File: config.mk
export PLATFORM = sky130hd
export DESIGN_NAME = alu_mc
export DESIGN_NICKNAME = d
export VERILOG_FILES = /design/src/rtl/alu_pkg.sv /design/src/rtl/alu_mul_iter.sv /design/src/rtl/alu_mc.sv
export SDC_FILE = /design/constraint.sdc
export NUM_CORES = 2
export LEC_CHECK = 0
export BUFFER_PORTS_ARGS = -buffer_cell sky130_fd_sc_hd__buf_4
export CAP_MARGIN = 20
export CORE_MARGIN = 2
export CORE_UTILIZATION = 50
export DETAILED_ROUTE_END_ITERATION = 7
export HOLD_SLACK_MARGIN = 0.05
export PLACE_DENSITY = 0.68
export SKIP_LAST_GASP = 1
export SLEW_MARGIN = 15
export SYNTH_ARGS = -nofsm -noshare
export SYNTH_HDL_FRONTEND = slang
export SYNTH_SLANG_ARGS = --single-unit
export TNS_END_PERCENT = 1
File: constraint.sdc
create_clock -name clk -period 8.51 [get_ports clk]
set_clock_uncertainty 0.1 [all_clocks]
set_input_delay 0.851 -clock clk [delete_from_list [all_inputs] [get_ports clk]]
set_output_delay 0.851 -clock clk [all_outputs]
set_load 0.02 [all_outputs]
File: src/rtl/alu_pkg.sv
// alu_pkg: shared definitions for the multicycle RV64 ALU (alu_mc).
//   - func3 / func7 encodings of the RV integer register-register ops
//   - FSM state encoding for the iterative multiply sequencer
//   - flag bundle carried alongside every registered result
//   - f7_f3_legal(): which func7/func3 pairs the ALU executes
package alu_pkg;

  localparam logic [2:0] F3_ADD  = 3'b000;  // add / sub / mul
  localparam logic [2:0] F3_SLL  = 3'b001;
  localparam logic [2:0] F3_SLT  = 3'b010;
  localparam logic [2:0] F3_SLTU = 3'b011;
  localparam logic [2:0] F3_XOR  = 3'b100;
  localparam logic [2:0] F3_SRL  = 3'b101;  // srl / sra
  localparam logic [2:0] F3_OR   = 3'b110;
  localparam logic [2:0] F3_AND  = 3'b111;

  localparam logic [6:0] F7_BASE   = 7'b0000000;
  localparam logic [6:0] F7_ALT    = 7'b0100000;
  localparam logic [6:0] F7_MULDIV = 7'b0000001;

  typedef enum logic [1:0] {
    IDLE    = 2'd0,
    MUL_RUN = 2'd1,
    MUL_WB  = 2'd2
  } state_e;

  typedef struct packed {
    logic zero;
    logic cout;
    logic overflow;
    logic sign;
    logic err;
  } flags_t;

  // F7_ALT only modifies add (-> sub) and srl (-> sra); F7_MULDIV only
  // exists as mul. Everything else is reported as an illegal op.
  function automatic logic f7_f3_legal(input logic [6:0] f7, input logic [2:0] f3);
    logic ok;
    case (f7)
      F7_BASE:   ok = 1'b1;
      F7_ALT:    ok = (f3 == F3_ADD) || (f3 == F3_SRL);
      F7_MULDIV: ok = (f3 == F3_ADD);
      default:   ok = 1'b0;
    endcase
    return ok;
  endfunction

endpackage

File: src/rtl/alu_mul_iter.sv
// alu_mul_iter: shift-add multiplier retiring MUL_BITS_PER_CYCLE multiplier
// bits per clock. Produces the low DATA_WIDTH bits of a*b.
//
// The first chunk is retired on the start edge itself (the accumulator is
// loaded with the first partial product instead of zero), so a run of N
// iterations occupies the start edge plus N-1 further edges.
//
// Ports:
//   clk, rst     clock, synchronous active-high reset
//   i_start      load operands and retire the first chunk
//   i_a, i_b     multiplicand / multiplier (sampled on i_start)
//   i_iters      number of iterations for this run (sampled on i_start)
//   o_busy       iterations still pending after the current edge chain
//   o_done       the final iteration happens on the coming edge
//   o_product    accumulator (final once o_busy has dropped)
module alu_mul_iter #(
  parameter int DATA_WIDTH         = 64,
  parameter int MUL_BITS_PER_CYCLE = 1,
  parameter int CW                 = $clog2(DATA_WIDTH / MUL_BITS_PER_CYCLE + 1)
) (
  input  logic                  clk,
  input  logic                  rst,
  input  logic                  i_start,
  input  logic [DATA_WIDTH-1:0] i_a,
  input  logic [DATA_WIDTH-1:0] i_b,
  input  logic [CW-1:0]         i_iters,
  output logic                  o_busy,
  output logic                  o_done,
  output logic [DATA_WIDTH-1:0] o_product
);

  logic [DATA_WIDTH-1:0] r_a;
  logic [DATA_WIDTH-1:0] r_b;
  logic [DATA_WIDTH-1:0] r_acc;
  logic [CW-1:0]         r_cnt;
  logic [CW-1:0]         r_iters;
  logic                  r_busy;

  logic [DATA_WIDTH-1:0] w_src_a;
  logic [DATA_WIDTH-1:0] w_src_b;
  logic [DATA_WIDTH-1:0] w_base;
  logic [DATA_WIDTH-1:0] w_partial;
  logic [DATA_WIDTH-1:0] w_sum;

  always_comb begin
    w_src_a   = i_start ? i_a : r_a;
    w_src_b   = i_start ? i_b : r_b;
    w_base    = i_start ? '0  : r_acc;
    w_partial = '0;
    for (int j = 0; j < MUL_BITS_PER_CYCLE; j++) begin
      if (w_src_b[j]) w_partial = w_partial + (w_src_a << j);
    end
    w_sum = w_base + w_partial;
  end

  always_ff @(posedge clk) begin
    if (rst) begin
      r_a     <= '0;
      r_b     <= '0;
      r_acc   <= '0;
      r_cnt   <= '0;
      r_iters <= '0;
      r_busy  <= 1'b0;
    end else if (i_start) begin
      r_acc   <= w_sum;
      r_a     <= i_a << MUL_BITS_PER_CYCLE;
      r_b     <= i_b >> MUL_BITS_PER_CYCLE;
      r_cnt   <= CW'(1);
      r_iters <= i_iters;
      r_busy  <= (i_iters > CW'(1));
    end else if (r_busy) begin
      r_acc <= w_sum;
      r_a   <= r_a << MUL_BITS_PER_CYCLE;
      r_b   <= r_b >> MUL_BITS_PER_CYCLE;
      r_cnt <= r_cnt + CW'(1);
      if (r_cnt == r_iters - CW'(1)) r_busy <= 1'b0;
    end
  end

  assign o_busy    = r_busy;
  assign o_done    = r_busy && (r_cnt == r_iters - CW'(1));
  assign o_product = r_acc;

endmodule

File: src/rtl/alu_mc.sv
// alu_mc: multicycle, valid/ready handshaked RV64 integer ALU.
//   Base ALU ops complete in one registered cycle; MUL (func7=0000001)
//   runs on the iterative alu_mul_iter and is written back afterwards.
//
// Handshake: a transfer happens on a rising edge where valid && ready are
// both high. The producer holds its payload stable while valid && !ready;
// the output slot holds result and flags stable while out_valid && !out_ready.
//
// Ports:
//   clk, rst            clock, synchronous active-high reset
//   in_valid/in_ready   operation handshake (in_ready only in IDLE, slot free)
//   func3, func7        RV operation encoding
//   data_rs1, data_rs2  operands A and B
//   out_valid/out_ready result handshake
//   result              registered result
//   zero, cout, overflow, sign, err   registered flags
//   o_dbg_state         current sequencer state
//
// Optional build macro ALU_WORD_OPS_EN adds the op_word input (RV64 *W
// ops: 32-bit add/sub/sll/srl/sra/mul, sign-extended); needs DATA_WIDTH==64.
module alu_mc
  import alu_pkg::*;
#(
  parameter int DATA_WIDTH         = 64,
  parameter int MUL_BITS_PER_CYCLE = 1
) (
  input  logic                  clk,
  input  logic                  rst,
  input  logic                  in_valid,
  output logic                  in_ready,
  input  logic [2:0]            func3,
  input  logic [6:0]            func7,
  input  logic [DATA_WIDTH-1:0] data_rs1,
  input  logic [DATA_WIDTH-1:0] data_rs2,
`ifdef ALU_WORD_OPS_EN
  input  logic                  op_word,
`endif
  output logic                  out_valid,
  input  logic                  out_ready,
  output logic [DATA_WIDTH-1:0] result,
  output logic                  zero,
  output logic                  cout,
  output logic                  overflow,
  output logic                  sign,
  output logic                  err,
  output state_e                o_dbg_state
);

  localparam int SHW   = $clog2(DATA_WIDTH);
  localparam int ITERS = DATA_WIDTH / MUL_BITS_PER_CYCLE;
  localparam int CW    = $clog2(ITERS + 1);
  localparam int MSB   = DATA_WIDTH - 1;

  if ((DATA_WIDTH < 8) || ((DATA_WIDTH & (DATA_WIDTH - 1)) != 0)) begin : g_bad_width
    $error("alu_mc: DATA_WIDTH must be a power of two >= 8");
  end
  if ((MUL_BITS_PER_CYCLE < 1) || ((DATA_WIDTH % MUL_BITS_PER_CYCLE) != 0)) begin : g_bad_mul
    $error("alu_mc: MUL_BITS_PER_CYCLE must divide DATA_WIDTH");
  end
`ifdef ALU_WORD_OPS_EN
  if (DATA_WIDTH != 64) begin : g_bad_word
    $error("alu_mc: ALU_WORD_OPS_EN requires DATA_WIDTH == 64");
  end
`endif

  state_e                r_state;
  state_e                w_state_next;
  logic                  r_out_valid;
  logic [DATA_WIDTH-1:0] r_result;
  flags_t                r_flags;

  logic                  w_slot_free;
  logic                  w_accept;
  logic                  w_legal;
  logic                  w_is_mul;
  logic                  w_mul_start;
  logic                  w_wb;
  logic                  w_mul_busy;
  logic                  w_mul_done;
  logic [DATA_WIDTH-1:0] w_mul_product;
  logic [DATA_WIDTH-1:0] w_mul_a;
  logic [DATA_WIDTH-1:0] w_mul_b;
  logic [CW-1:0]         w_mul_iters;
  logic [DATA_WIDTH-1:0] w_mul_res;

  logic [SHW-1:0]        w_shamt;
  logic [DATA_WIDTH:0]   w_add;
  logic [DATA_WIDTH:0]   w_sub;
  logic [DATA_WIDTH-1:0] w_res;
  logic                  w_cout;
  logic                  w_ovf;
  logic [DATA_WIDTH-1:0] w_exec_result;
  flags_t                w_exec_flags;

`ifdef ALU_WORD_OPS_EN
  logic        r_mul_word;
  logic [32:0] w_add32;
  logic [32:0] w_sub32;
  logic [31:0] w_r32;
  logic        w_c32;
  logic        w_o32;
`endif

  // ---------------------------------------------------------------- execute
  assign w_shamt = data_rs2[SHW-1:0];

  always_comb begin
    w_res  = '0;
    w_cout = 1'b0;
    w_ovf  = 1'b0;
    w_add  = {1'b0, data_rs1} + {1'b0, data_rs2};
    // a + ~b + 1: the carry out is the RV "no borrow" indication.
    w_sub  = {1'b0, data_rs1} + {1'b0, ~data_rs2} + {{DATA_WIDTH{1'b0}}, 1'b1};
    case (func3)
      F3_ADD: begin
        if (func7 == F7_ALT) begin
          w_res  = w_sub[MSB:0];
          w_cout = w_sub[DATA_WIDTH];
          w_ovf  = (data_rs1[MSB] != data_rs2[MSB]) && (w_sub[MSB] != data_rs1[MSB]);
        end else begin
          w_res  = w_add[MSB:0];
          w_cout = w_add[DATA_WIDTH];
          w_ovf  = (data_rs1[MSB] == data_rs2[MSB]) && (w_add[MSB] != data_rs1[MSB]);
        end
      end
      F3_SLL:  w_res = data_rs1 << w_shamt;
      F3_SLT:  w_res[0] = $signed(data_rs1) < $signed(data_rs2);
      F3_SLTU: w_res[0] = data_rs1 < data_rs2;
      F3_XOR:  w_res = data_rs1 ^ data_rs2;
      F3_SRL:  w_res = (func7 == F7_ALT) ? DATA_WIDTH'($signed(data_rs1) >>> w_shamt)
                                         : (data_rs1 >> w_shamt);
      F3_OR:   w_res = data_rs1 | data_rs2;
      F3_AND:  w_res = data_rs1 & data_rs2;
      default: w_res = '0;
    endcase
`ifdef ALU_WORD_OPS_EN
    w_add32 = {1'b0, data_rs1[31:0]} + {1'b0, data_rs2[31:0]};
    w_sub32 = {1'b0, data_rs1[31:0]} + {1'b0, ~data_rs2[31:0]} + 33'd1;
    w_r32   = '0;
    w_c32   = 1'b0;
    w_o32   = 1'b0;
    if (op_word) begin
      case (func3)
        F3_ADD: begin
          if (func7 == F7_ALT) begin
            w_r32 = w_sub32[31:0];
            w_c32 = w_sub32[32];
            w_o32 = (data_rs1[31] != data_rs2[31]) && (w_sub32[31] != data_rs1[31]);
          end else begin
            w_r32 = w_add32[31:0];
            w_c32 = w_add32[32];
            w_o32 = (data_rs1[31] == data_rs2[31]) && (w_add32[31] != data_rs1[31]);
          end
        end
        F3_SLL:  w_r32 = data_rs1[31:0] << data_rs2[4:0];
        F3_SRL:  w_r32 = (func7 == F7_ALT) ? 32'($signed(data_rs1[31:0]) >>> data_rs2[4:0])
                                           : (data_rs1[31:0] >> data_rs2[4:0]);
        default: w_r32 = '0;
      endcase
      w_res  = {{(DATA_WIDTH-32){w_r32[31]}}, w_r32};
      w_cout = w_c32;
      w_ovf  = w_o32;
    end
`endif
  end

`ifdef ALU_WORD_OPS_EN
  assign w_legal = f7_f3_legal(func7, func3) &&
                   (!op_word || (func3 == F3_ADD) || (func3 == F3_SLL) || (func3 == F3_SRL));
`else
  assign w_legal = f7_f3_legal(func7, func3);
`endif
  assign w_is_mul = w_legal && (func7 == F7_MULDIV);

  // Illegal ops still occupy one slot cycle so the consumer sees err=1.
  always_comb begin
    w_exec_result = '0;
    w_exec_flags  = '0;
    if (!w_legal) begin
      w_exec_flags.zero = 1'b1;
      w_exec_flags.err  = 1'b1;
    end else begin
      w_exec_result          = w_res;
      w_exec_flags.zero      = (w_res == '0);
      w_exec_flags.cout      = w_cout;
      w_exec_flags.overflow  = w_ovf;
      w_exec_flags.sign      = w_res[MSB];
    end
  end

  // ---------------------------------------------------------------- multiply
`ifdef ALU_WORD_OPS_EN
  assign w_mul_a     = op_word ? {32'b0, data_rs1[31:0]} : data_rs1;
  assign w_mul_b     = op_word ? {32'b0, data_rs2[31:0]} : data_rs2;
  assign w_mul_iters = op_word ? CW'(32 / MUL_BITS_PER_CYCLE) : CW'(ITERS);
  assign w_mul_res   = r_mul_word ? {{(DATA_WIDTH-32){w_mul_product[31]}}, w_mul_product[31:0]}
                                  : w_mul_product;

  always_ff @(posedge clk) begin
    if (rst)              r_mul_word <= 1'b0;
    else if (w_mul_start) r_mul_word <= op_word;
  end
`else
  assign w_mul_a     = data_rs1;
  assign w_mul_b     = data_rs2;
  assign w_mul_iters = CW'(ITERS);
  assign w_mul_res   = w_mul_product;
`endif

  alu_mul_iter #(
    .DATA_WIDTH        (DATA_WIDTH),
    .MUL_BITS_PER_CYCLE(MUL_BITS_PER_CYCLE),
    .CW                (CW)
  ) u_mul (
    .clk      (clk),
    .rst      (rst),
    .i_start  (w_mul_start),
    .i_a      (w_mul_a),
    .i_b      (w_mul_b),
    .i_iters  (w_mul_iters),
    .o_busy   (w_mul_busy),
    .o_done   (w_mul_done),
    .o_product(w_mul_product)
  );

  // ---------------------------------------------------------------- control
  assign w_slot_free = !r_out_valid || out_ready;
  assign in_ready    = (r_state == IDLE) && w_slot_free;
  assign w_accept    = in_valid && in_ready;

  always_ff @(posedge clk) begin
    if (rst) r_state <= IDLE;
    else     r_state <= w_state_next;
  end

  always_comb begin
    w_state_next = r_state;
    w_mul_start  = 1'b0;
    w_wb         = 1'b0;
    case (r_state)
      IDLE: begin
        if (w_accept && w_is_mul) begin
          w_mul_start  = 1'b1;
          w_state_next = MUL_RUN;
        end
      end
      // !busy covers single-iteration runs that finish on the start edge.
      MUL_RUN: if (w_mul_done || !w_mul_busy) w_state_next = MUL_WB;
      MUL_WB: begin
        if (w_slot_free) begin
          w_wb         = 1'b1;
          w_state_next = IDLE;
        end
      end
      default: w_state_next = IDLE;
    endcase
  end

  // ---------------------------------------------------------------- output slot
  // A new write wins over a same-cycle drain, so out_valid stays high.
  always_ff @(posedge clk) begin
    if (rst) begin
      r_out_valid <= 1'b0;
      r_result    <= '0;
      r_flags     <= '0;
    end else if (w_accept && !w_is_mul) begin
      r_out_valid <= 1'b1;
      r_result    <= w_exec_result;
      r_flags     <= w_exec_flags;
    end else if (w_wb) begin
      r_out_valid      <= 1'b1;
      r_result         <= w_mul_res;
      r_flags          <= '0;
      r_flags.zero     <= (w_mul_res == '0);
      r_flags.sign     <= w_mul_res[MSB];
    end else if (out_ready) begin
      r_out_valid <= 1'b0;
    end
  end

  assign out_valid   = r_out_valid;
  assign result      = r_result;
  assign zero        = r_flags.zero;
  assign cout        = r_flags.cout;
  assign overflow    = r_flags.overflow;
  assign sign        = r_flags.sign;
  assign err         = r_flags.err;
  assign o_dbg_state = r_state;

endmodule

==> flow_metrics.py <==
metrics = {
    "yosys": {
        "synth_edf_count": 0,
        "ys_seq_elements": 270,
        "netlist-cell-type-count": 99,
        "syn_inst": 5202,
        "ys_warn_count": 0,
        "yosysSeqAreaShare": 0.1469,
        "syn-num-nets": 5637,
        "netlist_area_um2": 36790,
        "synth_top_flop_cell": "dfxtp_1",
        "syn_avg_cell_area_um2": 7.072,
        "async_flop_share": 0,
    },
    "sta": {
        "hold_violations": 0,
        "worst_pin_slew_ns": 1.228,
        "rsz0062_at_grt": "false",
        "fmax_ghz": 0.1326,
        "period_needed_ns": 7.543,
        "setup_viol": 0,
        "fin_crit_sh": 0.8864,
        "slew_violations": 0,
        "hold-worst-slack_ns": 0.3751,
        "finalWorstSetupSlack_ns": 0.9666,
        "slew_headroom": 0.1741,
        "fin_tns_setup_ns": 0,
    },
    "critical_path": {
        "critPathLaunchType": "primary input",
        "crit_top_cell": "o21ai_1",
        "crit_chain": "buf_4 -> or4_1 -> nor2_1 -> nand3_1 -> or2_4 -> buf_4 -> and2_1 -> ha_1 -> fa_1 -> a21oi_1 -> and4b_1 -> o21ai_1 -> o22ai_1 -> a31oi_2 -> o31ai_1 -> o41a_1 -> a41o_1 -> a221oi_2 -> o21ai_1 -> a211o_1 -> o31ai_1 -> xor2_1 -> o21ai_1",
        "cp_top_family": "compound AO/OA/AOI/OAI gates",
        "path_max_fanout": 44,
        "critical_path_class": "primary input to flop",
        "cp_data_required_time_ns": 8.86,
        "worst_setup_path_end_kind": "flop",
        "max_stage_delay_ns": 0.63,
        "arrival_ns": 7.89,
        "crit_buf_inv": 2,
        "cp_slowest_cell": "or4_1",
    },
    "clock_tree": {
        "post_cts_buffers": 0,
        "clockBufferDepth": 3,
        "numCtsBuffers": 34,
        "htree_num_levels": 2,
        "ctsHoldBuffers": 0,
        "clock_sinks": 270,
        "cts_root_buf": "clkbuf_16",
        "ctsResizeCount": 0,
        "path_clk_slew_ns": 0.07,
        "clock_latency_ns": 0.61,
        "cts_tree": "built",
    },
    "place": {
        "dpl.cell_count": 6046,
        "dp_hpwl_um": 150400,
        "port_buffers": 214,
        "placed_area_um2": 38720,
        "pre_cts_ws_ns": 0.6203,
        "gp_congestion": 1.166,
    },
    "floorplan": {
        "std_cell_rows": 99,
        "die-area_um2": 75760,
        "die_height_um": 275.3,
        "core_area_um2": 72960,
        "die_w_um": 275.3,
        "initial_core_util": 0.5042,
        "ios": 215,
    },
    "final_layout": {
        "nets": 5561,
        "multi_input_area_um2": 28870,
        "layout-drive-gt1-share": 0.1216,
        "fin_area_um2": 39890,
        "area_growth_syn_to_layout_pct": 8.421,
        "register_area_um2": 5409,
        "fin_cells": 6116,
        "final.fill_count": 7225,
    },
    "drt": {
        "wl_um": 196700,
        "vias": 43870,
        "viasPerCell": 7.173,
        "drc": 0,
        "ant_nets": 0,
        "post_drt_wl_per_cell_um": 32.16,
        "first_pass_iters": 7,
        "drt_iter0_drc": 6988,
    },
    "global_route": {
        "grt_max_degree": 131,
        "grt_pass1_vias": 39640,
        "grt_pass1_wl_um": 276200,
        "grt_overflow": 0,
        "grt_usage": 0.4980,
        "antenna_found_initial": 11,
    },
    "pwr": {
        "p_per_area_nw_per_um2": 121.7,
        "irDropWorstVdd_mv": 0.2375,
        "leakage_nw": 15.98,
    },
    "job": {
        "drv_cap": 0,
    },
    "status": {
        "status": "finished, final reports clean",
    },
    "min_path": {
        "min_path_type": "flop to flop",
    },
}
-- per-layer routing --
layer,track usage,vias to the layer above,part of all wire
met5,0,-,0.00019
met4,0.3343,6,0.086
met3,0.1973,804,0.15
met2,0.6830,3336,0.38
met1,0.6374,20820,0.38
li1,-,18910,-
-- cell usage in the layout, fill, tap and decap left out, types with 117 or more instances in the layout --
| master | netlist | final |
|---|---|---|
| mux2_2 | 117 | 117 |
| nor3_1 | 129 | 127 |
| nor2_1 | 489 | 482 |
| mux2i_1 | 190 | 190 |
| buf_4 | 12 | 303 |
| inv_1 | 213 | 212 |
| ha_1 | 290 | 290 |
| a21oi_1 | 516 | 515 |
| a211oi_1 | 157 | 157 |
| o21ai_0 | 332 | 331 |
| dfxtp_1 | 270 | 269 |
| nand2_1 | 705 | 704 |
-- path summary, 6_finish.rpt --
check        slack, ns       from  depth (start not counted)             endpoint
max               0.97   func7[1]                         23  u_mul.o_product[56]
max reg2reg       1.65  out_valid                         22  u_mul.o_product[56]
min reg2reg       0.38   overflow                          2             overflow
min               0.38   overflow                          2             overflow
-- worst min-delay path: stages (launching register included) --
cell and delay (ns):
dfxtp_1 0.32, nand2_1 0.05, a21oi_1 0.06
-- cell type report --
cell class	count	share of cell area
Multi-Input combinational cell	4285	0.7239
Sequential cell	270	0.1356
Timing Repair Buffer	315	0.06174
Tap cell	959	0.03008
Clock buffer	45	0.02287
Inverter	220	0.02070
Clock inverter	14	0.004643
Antenna cell	8	0.0005019
-- report_power, final --
part           total, mW  switching (mW)  internal, mW
Combinational       2.08            1.47         0.612
Clock               1.48           0.651         0.828
Sequential          1.30          0.0123          1.28
Total               4.85            2.13          2.72
-- stage by stage --
| step | total power, mW | utilization |
|---|---|---|
| final | 4.853 | 0.5467 |
| after global routing | 4.935 | 0.5464 |
| after CTS | 4.706 | 0.5457 |
| after detailed placement | 3.245 | 0.5307 |
| after global placement | 3.247 | 0.5305 |
| after floorplan | 2.448 | - |
-- cell usage after synthesis (20+ instances only) --
cell / number / area, um2
and2_1: 85 / 531.8
nand4_1: 58 / 362.9
nor2_1: 489 / 1836
buf_2: 51 / 255.2
nand2_1: 705 / 2646
a221oi_1: 80 / 700.7
mux2_2: 117 / 1318
nor4_1: 52 / 325.3
and3_1: 24 / 150.1
a211oi_1: 157 / 1179
ha_1: 290 / 3628
inv_1: 213 / 799.5
nand3_1: 81 / 405.4
o31ai_1: 38 / 285.3
a21o_1: 80 / 600.6
a31oi_1: 46 / 287.8
o21ai_1: 22 / 110.1
nor2b_1: 31 / 193.9
nor3_1: 129 / 645.6
or3_1: 20 / 125.1
dfxtp_1: 270 / 5405
mux2i_1: 190 / 1902
xnor2_1: 82 / 718.2
o22ai_1: 55 / 344.1
mux4_2: 78 / 1757
o21bai_1: 37 / 277.8
o221ai_1: 34 / 297.8
nand2b_1: 34 / 212.7
clkbuf_1: 306 / 1149
buf_1: 47 / 176.4
xor2_1: 32 / 280.3
a21oi_1: 516 / 2582
o21ai_0: 332 / 1662
a22oi_1: 37 / 277.8
o211ai_1: 62 / 465.5
-- flip-flops by register name, summed over array words and instances, names as in the netlist --
name	flops
err	1
u_mul.o_busy	1
u_mul.r_b	63
result	64
u_mul.o_product	64
u_mul.r_iters	1
o_dbg_state	2
cout	1
zero	1
u_mul.r_a	63
out_valid	1
overflow	1
u_mul.r_cnt	7
-- kinds of logic (layout without fill, tap and decap cells) --
logic type | Yosys count | in the layout | synth area share
flops | 270 | 270 | 0.1469
xor+xnor | 114 | 114 | 0.02714
buf+inv | 647 | 594 | 0.07146
mux | 397 | 397 | 0.1395
other cells | 0 | 8 | 0
fa+ha+maj | 293 | 293 | 0.1003
compound gates | 1706 | 1706 | 0.2981
simple gates | 1775 | 1775 | 0.2166
(Power assumes the default switching activity.)
